==> config.mk <==
export PLATFORM = sky130hd
export DESIGN_NAME = cmd_ctrl
export DESIGN_NICKNAME = d
export VERILOG_FILES = /design/src/rtl/logIP_pkg.sv /design/src/rtl/cmd_ctrl_tmo_cnt.sv /design/src/rtl/cmd_ctrl.sv
export SDC_FILE = /design/constraint.sdc
export NUM_CORES = 1
export LEC_CHECK = 0
export CORE_MARGIN = 2
export CORE_UTILIZATION = 51
export CTS_CLUSTER_DIAMETER = 40
export CTS_CLUSTER_SIZE = 16
export DETAILED_ROUTE_END_ITERATION = 10
export PLACE_DENSITY = 0.81
export REMOVE_ABC_BUFFERS = 1
export SLEW_MARGIN = 20
export SYNTH_ARGS = -nofsm -noshare
export SYNTH_HDL_FRONTEND = slang
export SYNTH_HIERARCHICAL = 1
export SYNTH_SLANG_ARGS = --single-unit
==> constraint.sdc <==
create_clock -name clk_i -period 2.7 [get_ports clk_i]
set_clock_uncertainty 0.05 [all_clocks]
set_input_delay 0.405 -clock clk_i [delete_from_list [all_inputs] [get_ports clk_i]]
set_output_delay 0.405 -clock clk_i [all_outputs]
set_load 0.03 [all_outputs]
==> src/rtl/logIP_pkg.sv <==
// Shared definitions for the SUMP command path.
// Contents:
//   cmd_state_t   - command sequencer FSM states (IDLE, ARG)
//   CMD_LONG_BIT  - opcode bit that marks a long (argument-carrying) command
//   CMD_ARG_BYTES - number of argument bytes following a long opcode
package logIP_pkg;

  typedef enum logic {
    IDLE = 1'b0,
    ARG  = 1'b1
  } cmd_state_t;

  localparam int CMD_LONG_BIT  = 7;
  localparam int CMD_ARG_BYTES = 4;

endpackage

==> src/rtl/cmd_ctrl_tmo_cnt.sv <==
// tmo_cnt: inter-byte timeout down-counter.
// Loaded with TIMEOUT_CYC-1 on every received byte, it decrements while
// enabled and flags expiry in the last cycle before the timeout must take
// effect, so the owner can register its reaction on the following edge.
// Ports:
//   clk_i  in  system clock
//   rst_in in  asynchronous active-low reset
//   clr_i  in  force the count to zero (highest priority)
//   load_i in  reload the full timeout window
//   en_i   in  count down one step
//   exp_o  out expiry: enabled and the window ends at the next edge
module tmo_cnt #(
  parameter int TIMEOUT_CYC = 100000
) (
  input  logic clk_i,
  input  logic rst_in,
  input  logic clr_i,
  input  logic load_i,
  input  logic en_i,
  output logic exp_o
);

  localparam int CNT_W = (TIMEOUT_CYC > 0) ? $clog2(TIMEOUT_CYC + 1) : 1;
  localparam logic [CNT_W-1:0] LOAD_VAL =
    (TIMEOUT_CYC > 0) ? CNT_W'(TIMEOUT_CYC - 1) : '0;

  logic [CNT_W-1:0] cnt_q, cnt_d;

  always_comb begin
    cnt_d = cnt_q;
    if (clr_i) begin
      cnt_d = '0;
    end else if (load_i) begin
      cnt_d = LOAD_VAL;
    end else if (en_i && (cnt_q != '0)) begin
      // Saturate at zero rather than wrapping.
      cnt_d = cnt_q - 1'b1;
    end
  end

  always_ff @(posedge clk_i or negedge rst_in) begin
    if (!rst_in) begin
      cnt_q <= '0;
    end else begin
      cnt_q <= cnt_d;
    end
  end

  // A value of 1 (or 0 for a one-cycle window) means the window closes
  // at the coming edge; a zero TIMEOUT_CYC disables expiry entirely.
  assign exp_o = (TIMEOUT_CYC > 0) && en_i && (cnt_q <= CNT_W'(1));

endmodule

==> src/rtl/cmd_ctrl.sv <==
// cmd_ctrl: SUMP command sequencer between the UART receiver and the
// instruction decoder. Assembles short (1 byte) and long (opcode + 4
// little-endian argument bytes) commands and presents each completed
// command with a one-cycle execute strobe.
// Ports:
//   clk_i    in   system clock
//   rst_in   in   asynchronous active-low reset
//   rx_stb_i in   received byte valid (one-cycle pulse)
//   rx_dat_i in   received byte
//   exec_o   out  one-cycle pulse, opc_o/arg_o hold a complete command
//   opc_o    out  opcode of the last completed command
//   arg_o    out  argument of the last completed long command
//   busy_o   out  argument bytes are being collected
//   err_o    out  one-cycle pulse, partial long command dropped by timeout
module cmd_ctrl
  import logIP_pkg::*;
#(
  parameter int TIMEOUT_CYC = 100000
) (
  input  logic        clk_i,
  input  logic        rst_in,
  input  logic        rx_stb_i,
  input  logic [7:0]  rx_dat_i,
  output logic        exec_o,
  output logic [7:0]  opc_o,
  output logic [31:0] arg_o,
  output logic        busy_o,
  output logic        err_o
);

  cmd_state_t  state_q, state_d;
  logic [1:0]  cnt_q, cnt_d;
  logic [7:0]  opc_q, opc_d;
  logic [31:0] arg_q, arg_d;
  logic [7:0]  opc_out_q, opc_out_d;
  logic [31:0] arg_out_q, arg_out_d;
  logic        exec_q, exec_d;
  logic        err_q, err_d;
  logic        tmo_en, tmo_exp;

  // Count only while waiting for an argument byte; any byte reloads the
  // window, and the counter is parked at zero whenever we are idle.
  assign tmo_en = (state_q == ARG) && !rx_stb_i;

  tmo_cnt #(
    .TIMEOUT_CYC(TIMEOUT_CYC)
  ) u_tmo_cnt (
    .clk_i (clk_i),
    .rst_in(rst_in),
    .clr_i (state_d == IDLE),
    .load_i(rx_stb_i),
    .en_i  (tmo_en),
    .exp_o (tmo_exp)
  );

  always_comb begin
    state_d   = state_q;
    cnt_d     = cnt_q;
    opc_d     = opc_q;
    arg_d     = arg_q;
    opc_out_d = opc_out_q;
    arg_out_d = arg_out_q;
    exec_d    = 1'b0;
    err_d     = 1'b0;

    unique case (state_q)
      IDLE: begin
        if (rx_stb_i) begin
          if (rx_dat_i[CMD_LONG_BIT]) begin
            opc_d   = rx_dat_i;
            cnt_d   = 2'd0;
            state_d = ARG;
          end else begin
            opc_out_d = rx_dat_i;
            exec_d    = 1'b1;
          end
        end
      end
      ARG: begin
        // A byte in the expiry cycle takes precedence over the timeout.
        if (rx_stb_i) begin
          arg_d[8*cnt_q +: 8] = rx_dat_i;
          cnt_d               = cnt_q + 2'd1;
          if (cnt_q == 2'(CMD_ARG_BYTES - 1)) begin
            opc_out_d = opc_q;
            arg_out_d = arg_d;
            exec_d    = 1'b1;
            state_d   = IDLE;
          end
        end else if (tmo_exp) begin
          arg_d   = '0;
          cnt_d   = 2'd0;
          err_d   = 1'b1;
          state_d = IDLE;
        end
      end
      default: state_d = IDLE;
    endcase
  end

  always_ff @(posedge clk_i or negedge rst_in) begin
    if (!rst_in) begin
      state_q   <= IDLE;
      cnt_q     <= 2'd0;
      opc_q     <= 8'h00;
      arg_q     <= 32'h0;
      opc_out_q <= 8'h00;
      arg_out_q <= 32'h0;
      exec_q    <= 1'b0;
      err_q     <= 1'b0;
    end else begin
      state_q   <= state_d;
      cnt_q     <= cnt_d;
      opc_q     <= opc_d;
      arg_q     <= arg_d;
      opc_out_q <= opc_out_d;
      arg_out_q <= arg_out_d;
      exec_q    <= exec_d;
      err_q     <= err_d;
    end
  end

  assign exec_o = exec_q;
  assign err_o  = err_q;
  assign opc_o  = opc_out_q;
  assign arg_o  = arg_out_q;
  assign busy_o = (state_q == ARG);

endmodule

==> flow_metrics.tcl, run 1 <==
set metrics [dict create \
    synth_edf_count 0 \
    status "complete, no violations" \
    htree_levels 3 \
    clock_path_buffers 2 \
    cts_tree "built" \
    crit_type "register to register" \
    syn_area_um2 5055 \
    synthDistinctLibCells 60 \
    port_buffers 53 \
    synth_top_family_by_area "simple AND/OR/NAND/NOR gates" \
    cts-root-buf "clkbuf_8" \
    finalHoldViolations 0 \
    critPathTopFamily "simple AND/OR/NAND/NOR gates" \
    clk_pin_slew_worst_paths_ps 100 \
    yosys_most_used_dff "dfrtp_1" \
    rsz0062_at_grt "false" \
    crit_slowest_cell "or4_4" \
    viasPerCell 5.919 \
    crit_path_end_kind "register" \
    yosys_warnings 6 \
    nNetsFinal 563 \
    grt_overflow_total 0 \
    critPathMostFrequentCell "nor2_1" \
    grt_use_met2_pct 35.90 \
    drive_gt1_share_pct 18.76 \
    reg2reg_depth 9 \
    p_total_w 0.006320 \
    firstDrtPassIters 5 \
    rows 36 \
    place_area_um2 5869 \
    syn_area_per_cell_um2 10.53 \
    die_area_um2 10720 \
    antenna_cells 0 \
    totalWireLength_mm 11.95 \
    fp.dieW_um 103.6 \
    start_util_pct 52.20 \
    grtUsageTotal_pct 22.84 \
    finalCriticalPeriod_ps 2600 \
    fin_tns_setup_ps 0 \
    ant_nets 0 \
    switchingPower_w 0.002603 \
    area_growth_syn_to_layout_pct 20.54 \
    ir_worst_vdd_uv 554.9 \
    place_hpwl_mm 8.351 \
    combPwrFrac_pct 48.0 \
    crit_fanout 5 \
    instances_no_fill 682 \
    fin_ws_ps 99.83 \
    vias 4037 \
    synthArstFlopShare_pct 100.0 \
    max_clock_freq_mhz 384.6 \
    grt_pass1_wl_mm 19.76 \
    use_met1_pct 31.65 \
    ios 54 \
    worstSetupPathDepth 9 \
    p_leak_nw 2.619 \
    critPathLaunchType "register" \
    critPathMaxStageDelay_ps 550 \
    post_cts_buffers 0 \
    powerDensity_nw_per_um2 1037 \
    yosys.area_share.simple_pct 18.76 \
    tightest_slew_ps 730.4 \
    slew_headroom_pct 51.31 \
    pre_cts_slack_ps -329.1 \
    finalCritPeriodShare_pct 96.30 \
    drtIter0Drc 304 \
    grt_max_degree 57 \
    clkSinkCount 102 \
    place_congestion 0.9125 \
    core_area_um2 9684 \
    drv_cap 0 \
    internal-power_w 0.003717 \
    setup_viol 0 \
    grt_pass1_vias 3883 \
    ys_seq_area_share_pct 50.50 \
    grt.busiest_layer "met2" \
    crit_path_cell_trace "or4_4 > or3_4 > nor4_4 > nor2_1 > o21ai_1 > and2_4 > or2_2 > nor2_1 > a41o_1" \
    worstPathRequired_ps 2920 \
    report.final.slew_viol_count 0 \
    clkPwrFrac_pct 14.8 \
    drc 0 \
    synth_compound_area_share_pct 18.59 \
    wl_per_cell_um 17.52 \
    placedCellCount 666 \
    swShare_pct 41.19 \
    arrival_ps 2820 \
    antenna_found_initial 0 \
    synthMuxAreaShare_pct 5.470 \
    die_h_um 103.6 \
    postCtsHoldBufs 0 \
    synthCells 480 \
    design_area_um2 6093 \
    synth-xor-area-share_pct 0 \
    holdCritPathClass "input port to async pin" \
    worst-path-buf-inv 0 \
    ys_ff_latch 102 \
    synthAdderAreaFrac_pct 1.980 \
    cts_buffers 9 \
    use_met3_pct 3.335 \
    clk_latency_ps 390 \
    sequentialPowerShare_pct 37.2 \
]
## per-layer routing
metal | wire length [um] | vias to the layer above | share of wire [%]
met3 | 561 | 24 | 4.7
met1 | 5321 | 2002 | 45
met2 | 5807 | 122 | 49
li1 | - | 1889 | -
met5 | 0 | - | 0
met4 | 256 | 0 | 2.1
## area by class of cell
cell class / instances / area [um^2]
inverters: 11 / 41.29
multi-input cells: 330 / 2300
fillers: 777 / 3591
flip-flops and latches: 102 / 2552
well taps: 133 / 166.4
clock buffers: 9 / 123.9
clock inverters: 7 / 66.31
repair buffers: 90 / 843.3
## what timing repair did
action,in CTS,in global routing
setup endpoints to repair,48,44
gates resized for setup,7,1
pin swaps,0,2
## worst paths after layout
| path | slack, ps | start | to |
|---|---|---|---|
| max in group asynchronous | 1880 | rst_in | cnt_q[0] |
| max reg2reg | 100 | u_tmo_cnt/cnt_q[13] | u_tmo_cnt/cnt_q[5] |
| min reg2reg | 420 | opc_q[7] | opc_q[7] |
| min | 30 | rst_in | u_tmo_cnt/cnt_q[0] |
| max | 100 | u_tmo_cnt/cnt_q[13] | u_tmo_cnt/cnt_q[5] |
| min in group clk_i | 420 | opc_q[7] | opc_q[7] |
## state kept, by name (all words and copies together), names as in the netlist
register,cells
cnt_q,2
err_o,1
opc_q,8
arg_o,32
u_tmo_cnt/cnt_q,17
busy_o,1
arg_q,32
opc_o,8
exec_o,1
## stage by stage
step	util, %	hold slack (ps)
after floorplan	-	59.41
after global placement	60.61	392.2
after detailed placement	60.61	398.3
after CTS	62.87	41.81
after global routing	62.92	90.28
final	62.92	34.29
## power by group through the flow
stage / combinational (W) / sequential (W) / clock (W)
global placement: 0.00290 / 0.00235 / 0
floorplan: 0.00128 / 0.00290 / 0
CTS: 0.00302 / 0.00235 / 0.000952
detailed placement: 0.00298 / 0.00238 / 0
global route: 0.00326 / 0.00242 / 0.00101
finish: 0.00303 / 0.00235 / 0.000938
## placed cells by master (no fill, tap or decap), types with 5 or more instances in the layout
master,netlist,final
a21oi_1,62,62
a22o_1,8,8
a31oi_1,6,6
a32o_1,24,24
and2_1,9,8
and2b_2,6,6
buf_4,2,35
clkbuf_8,0,9
clkdlybuf4s50_1,0,52
dfrtp_1,102,102
ha_1,8,8
inv_1,10,10
mux2_2,20,20
nand2_1,12,12
nand4_1,6,6
nor2_1,38,38
nor2b_1,36,36
nor3_1,5,5
nor4_1,9,8
o21ai_0,12,11
or3_1,7,6
or4_1,5,5
## kinds of logic after synthesis
group,count (synthesis)
AOI/OAI and AO/OA,138
muxes,25
adders and majority gates,8
and+or+nand+nor,159
DFF,102
buffers and inverters,48
## cell usage after synthesis (2+ instances only)
cell type  instances  area share, %
buf_6              3           0.67
ha_1               8            2.0
a32o_1            24            4.8
o21a_1             2           0.30
nor2_1            38            2.8
and2b_4            2           0.40
nor4_1             9            1.1
buf_1              2           0.15
a41oi_1            4           0.69
buf_2             18            1.8
a21oi_1           62            6.1
mux2_2            20            4.5
nor3_1             5           0.49
or2_2              4           0.49
buf_4              2           0.30
clkbuf_2           4           0.40
dfrtp_1          102             50
and3_1             3           0.37
o21ai_1            3           0.30
nor4b_1            2           0.35
mux2i_1            4           0.79
a31oi_1            6           0.74
o31ai_1            4           0.59
o21ai_0           12            1.2
inv_1             10           0.74
nand4_1            6           0.74
nand2_1           12           0.89
clkbuf_1           8           0.59
nor2b_1           36            4.5
and2b_2            6            1.0
and2_1             9            1.1
nand3_1            2           0.20
and4_1             2           0.35
or3_1              7           0.87
a31o_2             3           0.52
a22o_1             8            1.4
or4_1              5           0.74
No activity file was read; power rests on OpenSTA's default activity.
==> inputs of run 2 (changes only) <==
--- a/config.mk
+++ b/config.mk
@@ -11,7 +11,6 @@
 export CTS_CLUSTER_SIZE = 16
 export DETAILED_ROUTE_END_ITERATION = 10
 export PLACE_DENSITY = 0.81
-export REMOVE_ABC_BUFFERS = 1
 export SLEW_MARGIN = 20
 export SYNTH_ARGS = -nofsm -noshare
 export SYNTH_HDL_FRONTEND = slang
==> flow_metrics.tcl, run 2 (same netlist as run 1, synthesis figures left out) <==
set metrics [dict create \
    crit_type "register to register" \
    ios 54 \
    antenna_cells 0 \
    cts_buffers 9 \
    drive_gt1_share_pct 17.22 \
    finalHoldViolations 0 \
    grtUsageTotal_pct 22.15 \
    drv_cap 0 \
    place_area_um2 5794 \
    fin_tns_setup_ps 0 \
    crit_fanout 8 \
    grt_pass1_wl_mm 19.33 \
    htree_levels 3 \
    holdCritPathClass "register to register" \
    max_clock_freq_mhz 378.2 \
    status "complete, no violations" \
    clk_pin_slew_worst_paths_ps 100 \
    grt_overflow_total 0 \
    place_congestion 0.9004 \
    wl_per_cell_um 17.30 \
    viasPerCell 5.930 \
    worstPathRequired_ps 2920 \
    area_growth_syn_to_layout_pct 18.76 \
    start_util_pct 52.20 \
    p_total_w 0.006280 \
    port_buffers 53 \
    fill_cells 771 \
    rows 36 \
    rsz0062_at_grt "true" \
    clk_latency_ps 390 \
    report.final.slew_viol_count 0 \
    fin_hold_ws_ps 426.0 \
    firstDrtPassIters 5 \
    ir_worst_vdd_uv 720.8 \
    die_area_um2 10720 \
    antenna_found_initial 0 \
    crit_start "u_tmo_cnt/cnt_q[9]" \
    die_h_um 103.6 \
    clkSinkCount 102 \
    final_cell_mix "dfrtp_1, a21oi_1, clkdlybuf4s50_1" \
    cts_tree "built" \
    cts-root-buf "clkbuf_8" \
    setup_viol 0 \
    totalWireLength_mm 11.65 \
    drtIter0Drc 265 \
    drc 0 \
    crit_path_end_kind "register" \
    place_hpwl_mm 7.983 \
    slew_headroom_pct 58.91 \
    finalCritPeriodShare_pct 97.92 \
    grt_max_degree 41 \
    design_area_um2 6003 \
    p_leak_nw 2.565 \
    clock_path_buffers 2 \
    nNetsFinal 554 \
    fin_util_pct 61.99 \
    critPathLaunchType "register" \
    ant_nets 0 \
    finalCriticalPeriod_ps 2644 \
    hp-start "opc_q[7]" \
    synth_fp_nets 499 \
    fp.dieW_um 103.6 \
    vias 3991 \
    core_area_um2 9684 \
    powerDensity_nw_per_um2 1046 \
    grt_pass1_vias 3818 \
    arrival_ps 2860 \
    tightest_slew_ps 612.2 \
    reg2reg_from "u_tmo_cnt/cnt_q[9]" \
    final_common_cell "dfrtp_1" \
]
-- run 2: cell count changes in the layout (fill, tap and decap cells not counted), sizes merged --
| cell | before | now |
|---|---|---|
| buf | 38 | 28 |
| clkinv | 3 | 4 |
| dlygate4sd3 | 0 | 1 |
| inv | 14 | 13 |
-- run 2: cell type report --
cell class              count  area (um^2)  area share [%]
well taps                 133        166.4           2.772
inverters                  11        41.29          0.6878
multi-input cells         330         2298           38.29
clock inverters             7        66.31           1.105
repair buffers             81        753.2           12.55
flip-flops and latches    102         2554           42.54
clock buffers               9        123.9           2.063
-- run 2: critical path: stages (launching register included) --
cell,delay [ps]
dfrtp_1,390
or4_4,550
or3_4,400
nor4_4,230
buf_4,150
nor2b_1,120
buf_4,150
o21ai_1,220
a32o_1,290
-- run 2: routing by layer --
metal,vias to the layer above,routed length [um],GRT usage (%)
met5,-,0,0
met3,17,705,4.279
met1,1972,5403,31.81
li1,1859,-,-
met2,143,5369,34.34
met4,0,168,6.757
-- run 2: what timing repair did --
item                       in CTS  in global routing
setup endpoints to repair       0                 29
hold endpoints to repair       38                  0
hold buffers                    1                  0
buffers inserted                0                  0
resized for setup               0                  2
-- run 2: through the flow --
step | cells | setup WS [ps]
floorplan | 480 | 34.00
finish | 673 | 56.18
global placement | 656 | -17.63
detailed placement | 656 | -81.42
global route | 673 | -61.34
CTS | 673 | 14.64
-- run 2: path summary, 6_finish.rpt --
kind	endpoint	slack (ps)	cells after the start
worst min register to register	opc_q[7]	430	1
worst max register to register	arg_q[24]	60	8
min in group asynchronous	u_tmo_cnt/cnt_q[12]	490	2
worst min-delay path	opc_q[7]	430	1
max in group asynchronous	u_tmo_cnt/cnt_q[2]	1350	3
worst max-delay path	arg_q[24]	60	8
-- run 2: power by group --
group          switching, W  internal [W]  leakage (nW)  total [W]
registers          0.000324       0.00203          1.32    0.00235
logic               0.00169       0.00130          1.15    0.00299
clock network      0.000584      0.000356        0.0949   0.000940
total               0.00260       0.00368          2.57    0.00628
